`src/rtl/alu_ctrl_seq_pkg.sv`:
```
// alu_ctrl_seq_pkg: ALU mnemonics, sequencer states and control opcodes shared by the control slice
package alu_ctrl_seq_pkg;

    // ALU operation codes as seen on the ALU OP input
    typedef enum logic [3:0] {
        ADD = 4'h0,
        SUB = 4'h1,
        AND = 4'h2,
        OR  = 4'h3,
        XOR = 4'h4,
        LSH = 4'h5,
        RSH = 4'h6,
        SEQ = 4'h7,
        SNE = 4'h8,
        SLT = 4'h9
    } op_mne;

    typedef enum logic [2:0] {
        IDLE   = 3'd0,
        FETCH  = 3'd1,
        DECODE = 3'd2,
        EXEC   = 3'd3,
        MEM    = 3'd4,
        WB     = 3'd5,
        HALTED = 3'd6
    } ctrl_state_t;

    // Non-ALU instruction opcodes; 0x0-0x9 map straight onto op_mne
    localparam logic [3:0] OP_LAST_ALU = 4'h9;
    localparam logic [3:0] OP_LDI      = 4'hA;
    localparam logic [3:0] OP_LW       = 4'hB;
    localparam logic [3:0] OP_SW       = 4'hC;
    localparam logic [3:0] OP_BNZ      = 4'hD;
    localparam logic [3:0] OP_NOP      = 4'hE;
    localparam logic [3:0] OP_HALT     = 4'hF;

endpackage

```
`src/rtl/alu_ctrl_seq_pc_unit.sv`:
```
// alu_ctrl_seq_pc_unit: program counter with clear, increment and signed 3-bit branch add, all modulo 2^PC_W
module alu_ctrl_seq_pc_unit #(
    parameter int PC_W = 8
) (
    input  logic            i_clk,
    input  logic            i_rst_n,
    input  logic            i_clr,
    input  logic            i_inc,
    input  logic            i_br,
    input  logic [2:0]      i_off,
    output logic [PC_W-1:0] o_pc
);

    logic [PC_W-1:0] r_pc;
    logic [PC_W-1:0] w_off;

    assign w_off = {{(PC_W-3){i_off[2]}}, i_off};
    assign o_pc  = r_pc;

    // Clear wins over branch, branch over increment; additions wrap naturally
    always_ff @(posedge i_clk or negedge i_rst_n)
        if (!i_rst_n)   r_pc <= '0;
        else if (i_clr) r_pc <= '0;
        else if (i_br)  r_pc <= r_pc + w_off;
        else if (i_inc) r_pc <= r_pc + PC_W'(1);

endmodule

```
`src/rtl/alu_ctrl_seq.sv`:
```
// alu_ctrl_seq: multi-cycle fetch/decode/exec/mem/wb sequencer driving the ALU, register file and data memory.
// Optional ALU_CTRL_STALL_CNT_EN adds a saturating StallCnt of fetch and memory wait cycles.
module alu_ctrl_seq
    import alu_ctrl_seq_pkg::*;
#(
    parameter int PC_W = 8,
    parameter int IW   = 9,
    parameter int OPS  = 4
) (
    input  logic            Clk,
    input  logic            Reset_n,
    input  logic            Start,
    output logic            IReq,
    output logic [PC_W-1:0] IAddr,
    input  logic            IValid,
    input  logic [IW-1:0]   IData,
    output logic [OPS-1:0]  AluOp,
    output logic            AluImmSel,
    output logic [1:0]      RaddrA,
    output logic [2:0]      RaddrB,
    input  logic            AluZero,
    output logic            RegWe,
    output logic [1:0]      RegWaddr,
    output logic            RegWsel,
    output logic            DReq,
    output logic            DWe,
    input  logic            DReady,
    output logic            Done,
    output logic [PC_W-1:0] PcOut
`ifdef ALU_CTRL_STALL_CNT_EN
    ,
    output logic [15:0]     StallCnt
`endif
);

    ctrl_state_t     r_state;
    ctrl_state_t     w_nxt;
    logic [IW-1:0]   r_ir;
    logic [3:0]      w_op;
    logic [1:0]      w_rd;
    logic [2:0]      w_rs;
    logic            w_is_alu, w_is_ldi, w_is_lw, w_is_sw, w_is_bnz, w_is_nop, w_is_halt;
    op_mne           w_alu_op;
    logic            w_start, w_inc, w_br;
    logic [PC_W-1:0] w_pc;

    assign w_op      = r_ir[8:5];
    assign w_rd      = r_ir[4:3];
    assign w_rs      = r_ir[2:0];
    assign w_is_alu  = w_op <= OP_LAST_ALU;
    assign w_is_ldi  = w_op == OP_LDI;
    assign w_is_lw   = w_op == OP_LW;
    assign w_is_sw   = w_op == OP_SW;
    assign w_is_bnz  = w_op == OP_BNZ;
    assign w_is_nop  = w_op == OP_NOP;
    assign w_is_halt = w_op == OP_HALT;

    // Decode is purely a function of the instruction register, so it is stable outside EXEC too.
    // LDI is reg0 | imm3; BNZ compares rd against an immediate zero, so the offset field is masked off B.
    assign w_alu_op  = w_is_alu ? op_mne'(w_op) : w_is_ldi ? OR : w_is_bnz ? SNE : ADD;
    assign AluOp     = OPS'(w_alu_op);
    assign AluImmSel = w_is_ldi | w_is_bnz;
    assign RaddrA    = w_is_ldi ? 2'd0 : w_rd;
    assign RaddrB    = w_is_bnz ? 3'd0 : w_rs;
    assign RegWaddr  = w_rd;

    assign IReq    = r_state == FETCH;
    assign DReq    = r_state == MEM;
    assign DWe     = (r_state == MEM) & w_is_sw;
    assign RegWe   = r_state == WB;
    assign RegWsel = (r_state == WB) & w_is_lw;
    assign Done    = r_state == HALTED;
    assign IAddr   = w_pc;
    assign PcOut   = w_pc;

    assign w_start = Start & (r_state == IDLE || r_state == HALTED);
    assign w_br    = (r_state == EXEC) & w_is_bnz & ~AluZero;
    assign w_inc   = ((r_state == EXEC) & (w_is_bnz | w_is_nop)) |
                     ((r_state == MEM) & DReady & w_is_sw) |
                     (r_state == WB);

    // Next-state selection; handshake inputs only matter in their own state
    always_comb begin
        w_nxt = r_state;
        case (r_state)
            IDLE:    w_nxt = Start ? FETCH : IDLE;
            FETCH:   w_nxt = IValid ? DECODE : FETCH;
            DECODE:  w_nxt = EXEC;
            EXEC:    w_nxt = (w_is_alu | w_is_ldi) ? WB : (w_is_lw | w_is_sw) ? MEM : w_is_halt ? HALTED : FETCH;
            MEM:     w_nxt = !DReady ? MEM : w_is_lw ? WB : FETCH;
            WB:      w_nxt = FETCH;
            HALTED:  w_nxt = Start ? FETCH : HALTED;
            default: w_nxt = IDLE;
        endcase
    end

    // State register
    always_ff @(posedge Clk or negedge Reset_n)
        if (!Reset_n) r_state <= IDLE;
        else          r_state <= w_nxt;

    // Instruction register captures the word on the accepted fetch cycle
    always_ff @(posedge Clk or negedge Reset_n)
        if (!Reset_n)                        r_ir <= '0;
        else if (r_state == FETCH && IValid) r_ir <= IData;

    alu_ctrl_seq_pc_unit #(.PC_W(PC_W)) u_pc (
        .i_clk   (Clk),
        .i_rst_n (Reset_n),
        .i_clr   (w_start),
        .i_inc   (w_inc),
        .i_br    (w_br),
        .i_off   (w_rs),
        .o_pc    (w_pc)
    );

`ifdef ALU_CTRL_STALL_CNT_EN
    logic [15:0] r_stall;
    logic        w_stall;

    assign w_stall  = (r_state == FETCH && !IValid) || (r_state == MEM && !DReady);
    assign StallCnt = r_stall;

    // Saturating count of wait cycles, restarted whenever a program is started
    always_ff @(posedge Clk or negedge Reset_n)
        if (!Reset_n)                          r_stall <= '0;
        else if (w_start)                      r_stall <= '0;
        else if (w_stall && r_stall != 16'hFFFF) r_stall <= r_stall + 16'd1;
`endif

endmodule

```
`config.mk`:
```
export PLATFORM = sky130hd
export DESIGN_NAME = alu_ctrl_seq
export DESIGN_NICKNAME = d
export VERILOG_FILES = /design/src/rtl/alu_ctrl_seq_pkg.sv /design/src/rtl/alu_ctrl_seq_pc_unit.sv /design/src/rtl/alu_ctrl_seq.sv
export SDC_FILE = /design/constraint.sdc
export NUM_CORES = 1
export LEC_CHECK = 0
export ABC_AREA = 1
export BUFFER_PORTS_ARGS = -buffer_cell sky130_fd_sc_hd__buf_2
export CAP_MARGIN = 20
export CORE_ASPECT_RATIO = 1.75
export CORE_UTILIZATION = 35
export CTS_BUF_LIST = sky130_fd_sc_hd__clkbuf_8
export DETAILED_ROUTE_END_ITERATION = 12
export PLACE_DENSITY = 0.7
export SYNTH_ARGS = -nofsm -noshare
export SYNTH_HDL_FRONTEND = slang
export SYNTH_SLANG_ARGS = --single-unit
```
`constraint.sdc`:
```
create_clock -name Clk -period 2.3 [get_ports Clk]
set_input_delay 0.46 -clock Clk [delete_from_list [all_inputs] [get_ports Clk]]
set_output_delay 0.46 -clock Clk [all_outputs]
set_load 0.005 [all_outputs]
```
* Word level (Yosys, flattened, before mapping)
Cells that the tools add are included.
** Word-level totals
- Bits in writable memories :: 0
- Output and inout bits :: 34
- Bits in latches :: 0
- Logic and storage cells :: 54
- Memories kept :: 0
- Input port bits :: 15
- Bits in read-only memories :: 0
- Register bits :: 20
** Cells by class
- Reduce and logical (&&, ||, !) cells :: 4
- Mux-type cells :: 17
- Bitwise operators :: 15
- Shift operators :: 0
- Equality and inequality tests :: 12
- Divide/modulo/power cells :: 0
- Multiply operators :: 0
- Order comparisons :: 1
- Add/sub/neg operators :: 2
** Operators by type and width (number)
- 4-bit equality test (second input constant) :: 6
- 8-bit two-way mux :: 3
- 3-bit two-way mux :: 7
- 3-bit case mux with 7 select lines :: 1
- 4-bit two-way mux :: 3
- 3-bit equality test (second input constant) :: 3
- 8-bit by 1-bit adder with 8-bit output (second input constant) :: 1
- 8-bit adder :: 1
- 1-bit bitwise AND :: 8
- 3-bit by 2-bit equality test with 1-bit output (second input constant) :: 2
- 1-bit bitwise OR :: 6
- 4-bit less-or-equal comparator (second input constant) :: 1
- 2-bit two-way mux :: 2
- 3-bit by 1-bit equality test with 1-bit output (second input constant) :: 1
- 3-bit zero test :: 1
- 3-bit nonzero test :: 1
- 1-bit logical AND :: 1
- 1-bit logical OR :: 1
- 1-bit two-way mux :: 1
- 1-bit inverter :: 1

* Logic depth before layout (Yosys ltp)
- Depth in word-level cells :: 8
- Mapped depth :: 16
- Depth with buffers taken out :: 16

* Cells and area by module
A second synthesis with hierarchy kept.
** Second synthesis, totals
- Cells, all modules :: 209
- Area total of the unflattened synthesis :: 1540.2 sq um
** By module, submodules not included
- alu_ctrl_seq :: cells an instance 116, area an instance 837.1 sq um, instances 1
- alu_ctrl_seq_pc_unit :: cells an instance 93, area an instance 703.2 sq um, instances 1

* Worst setup path after synthesis
OpenSTA, ideal clock, no wires.
- Path kind :: register to register
- Start :: register r_ir[6]
- End :: register u_pc.r_pc[6], in the netlist u_pc.o_pc[6]
- Buffers on the path :: 0
- Clock period less this slack :: 2.041 ns
- Slack :: 0.259 ns
- Setup time :: 0.117 ns
- Cell stages (with the launch flop) :: 15
- Arrival :: 1.924 ns
- Cell sequence :: dfrtp_1 -> inv_2 -> nand2_1 -> nor2_4 -> nand2_1 -> inv_1 -> nand2_1 -> ha_1 -> fa_1 -> nand3_1 -> nand2_1 -> nand3_1 -> nand3_1 -> nand3_1 -> nand2_1
** Between the ends
- Longest elaborated chain between the ends :: 6
- Elaborated cells between the ends (all ways) :: 13
** Ends and longest elaborated chain
- start: declaration :: RTL line alu_ctrl_seq.sv:38 : logic [IW-1:0] r_ir;
- start signal: assignment :: RTL line alu_ctrl_seq.sv:105 : else if (r_state == FETCH && IValid) r_ir <= IData;
- 4-bit equality test, on equally long branches :: RTL line alu_ctrl_seq.sv:54, alu_ctrl_seq.sv:55
- 1-bit bitwise OR :: RTL line alu_ctrl_seq.sv:78 : assign w_inc = ((r_state == EXEC) & (w_is_bnz | w_is_nop)) |
- 1-bit bitwise AND :: RTL line alu_ctrl_seq.sv:78
- 1-bit bitwise OR :: RTL line alu_ctrl_seq.sv:78
- 1-bit bitwise OR :: RTL line alu_ctrl_seq.sv:79 : ((r_state == MEM) & DReady & w_is_sw) |
- 3-bit nonzero test (no source line)
- end signal: assignment :: RTL line alu_ctrl_seq_pc_unit.sv:24 : else if (i_br) r_pc <= r_pc + w_off;
- end signal: assignment :: RTL line alu_ctrl_seq_pc_unit.sv:25 : else if (i_inc) r_pc <= r_pc + PC_W'(1);
- end: declaration :: RTL line alu_ctrl_seq_pc_unit.sv:14 : logic [PC_W-1:0] r_pc;
Several ways; a longest one is shown, not always the timed one.
A chain may end at the register's enable or synchronous reset.

* Final worst setup path
Ends and elaborated chain as after synthesis.

==> qor.txt <==
Initial antenna violation count: 0
Num ports: 49
CTS H-tree depth: 1
Die X: 50.8 um
# hold bufs at CTS: 0
Post-Synth Simple-Gate Area: 0.339
Clock transition at path regs: 80 ps
Nets: 276
PwrDens: 1040 nW/um2
Pint: 1060 uW
1st-pass router iterations: 4
Syn_area_per_cell: 6.95 um2
CP arrival: 2280 ps
# rows: 30
Ys Warns: 0
CP Max Fanout: 5
# fillers: 427
Max-slew headroom: 0.599
Synth async-reset ratio: 1.00
Via density: 4.85
First-pass GRT wire length: 5970 um
RSZ-0062 raised after global routing: false
Flop pwr share: 0.317
Final setup fails: 0
Max-slew violation count: 0
Placement Cell Area: 1700 um2
# diodes: 0
Sequential area share after synthesis: 0.343
Core Box Area: 3940 um2
Slew @ Worst Pin: 599 ps
RD Place Congestion: 0.926
Status: complete, no violations
Most common cell in the netlist: nand2_1
Clk sink count: 20
Input/output buffers: 48
Synth Instances: 210
Largest cells by area after synthesis: dfrtp_1 34%, nand2_1 12%, inv_1 8.7%, nor2_1 7.5%, buf_4 5.1%
Post-synth top cells: 47 x nand2_1, 34 x inv_1, 29 x nor2_1
Number of global-route vias before repair: 1442
DRT iter0 DRCs: 21
Chip Height: 87.4 um
Syn Nets: 230
Tcrit/Tclk final: 0.918
Area growth, synth to finish: 22.0%
Synthesized cell area: 1460 um2
# DRC: 0
Flops & latches, synth: 20
GR Util All Layers: 0.178
Fmax: 474 MHz
Post-Synth XOR/XNOR Area: 0.00600
Initial Util: 0.370
Worst setup EP type: register
Clock group share of total power: 0.195
Comb power frac: 0.488
TritonCTS clock tree: built
Psw: 798 uW
DR WL/cell: 11.6 um
Number of synthesized flops with an enable pin: 0
Worst-skew pair later-pin latency: 270 ps
Yosys top cell by area: dfrtp_1
TritonCTS buffer count: 3
Main flop type after synthesis: dfrtp_1
Share of the synthesized area in the top cell type: 0.343
Largest net degree at the start of global routing: 21
Post-route cell area: 1780 um2
Type of origin of the critical path: register
Die area: 4440 um2
Min Tclk post-route: 2110 ps
DPL Wire Length: 2760 um
CTS root buf: clkbuf_8
Post-synthesis mux area share: 0
WHS: 133 ps
Largest family of logic cells by synthesized area: simple AND/OR/NAND/NOR gates
Final hold viol count: 0
Deepest clock path buffer count: 2
Peak supply drop: 666 uV
Switching share of power: 0.429
Post-synthesis compound-gate area fraction: 0.117
Post-synthesis cell type count: 31
Final wirelength: 3520 um
Worst min path class: input port to async pin
Remaining Overflow, GRT: 0
DR vias: 1471
Setup TNS: 0 ps
Share of cells above drive strength 1: 0.271
CP Data Required Time: 2470 ps
Setup CP Type: register to register
Clk_skew: 4.45 ps
LEAKAGE: 0.00107 uW
Max Cap Viol: 0
Adder-cell share of the synthesized area: 0.0480
Post-route antenna net violation count: 0
[stage by stage]
step / cells / utilization / total power [uW] / worst slack (ps)
floorplan: 210 / - / 1190 / 259
global placement: 298 / 0.432 / 1490 / 139
detailed placement: 298 / 0.432 / 1490 / 125
CTS: 302 / 0.450 / 1860 / 186
global route: 303 / 0.452 / 2020 / 2.78
finish: 303 / 0.452 / 1860 / 189
[flip-flops by register name (all words and copies together), names as in the netlist]
signal / count
u_pc.o_pc: 8
r_ir: 9
r_state: 3
[cell families after synthesis]
group                      count (synthesis)
and+or+nand+nor                          108
buffers and inverters                     47
AOI/OAI and AO/OA                         29
DFF                                       20
adders and majority gates                  5
xor gates and xnor gates                   1
[metal layers]
metal / GRT usage / vias up / share of wire
met3: 0.0279 / 8 / 0.049
met1: 0.191 / 663 / 0.40
met5: 0 / - / 0
li1: - / 751 / -
met2: 0.338 / 49 / 0.53
met4: 0.0682 / 0 / 0.014
[layout make-up]
class / instances / area [um2] / share of cell area
clock inverter: 1 / 30.0 / 0.0169
tap: 48 / 60.1 / 0.0337
clock buffer: 3 / 41.3 / 0.0232
timing repair buffer: 52 / 270 / 0.152
sequential: 20 / 500 / 0.281
multi-input combinational: 143 / 744 / 0.418
inverter: 36 / 135 / 0.0758
[worst max-delay path, stage by stage, from the launching register on]
cell and delay (ps):
dfrtp_1 410, inv_2 90, nand2_1 100, nor2_4 110, nand2_1 70, inv_1 80, nand2_1 50, ha_1 200
fa_1 390, nand3_1 110, nand2_1 90, nand3_1 100, nand3_1 70, nand3_1 80, nand2_1 50
[power by group through the flow]
stage	registers [uW]	logic [uW]	clock network, uW
after floorplan	572	615	0
after global placement	597	894	0
after detailed placement	598	894	0
after CTS	591	901	366
after global routing	610	1030	382
final	590	908	363
[path summary, 6_finish.rpt]
| kind | slack (ps) | to | from | cells after the start |
|---|---|---|---|---|
| min in group Clk | 430 | r_ir[0] | IData[0] | 3 |
| worst max-delay path | 190 | u_pc.o_pc[6] | r_ir[6] | 14 |
| worst min-delay path | 130 | r_ir[4] | Reset_n | 1 |
| worst min register to register | 540 | u_pc.o_pc[5] | u_pc.o_pc[5] | 2 |
| max in group asynchronous | 1830 | r_state[0] | Reset_n | 1 |
| worst max register to register | 190 | u_pc.o_pc[6] | r_ir[6] | 14 |
[cells in the final DEF (no fill, tap or decap), types with 3 or more instances in the layout]
cell	count
nand2_2	4
dfrtp_1	20
a21oi_1	13
nor2_1	29
nand3_1	13
buf_2	48
nand4_1	4
nand2_1	47
inv_1	34
ha_1	4
buf_4	4
o21ai_0	6
clkbuf_8	3
[what timing repair did]
action | 4_1_cts | 5_1_grt
resized for setup | 0 | 0
buffers inserted | 0 | 1
hold endpoints to repair | 0 | 0
setup endpoints to repair | 0 | 1
Note: power is estimated with default switching activity, not from simulation.
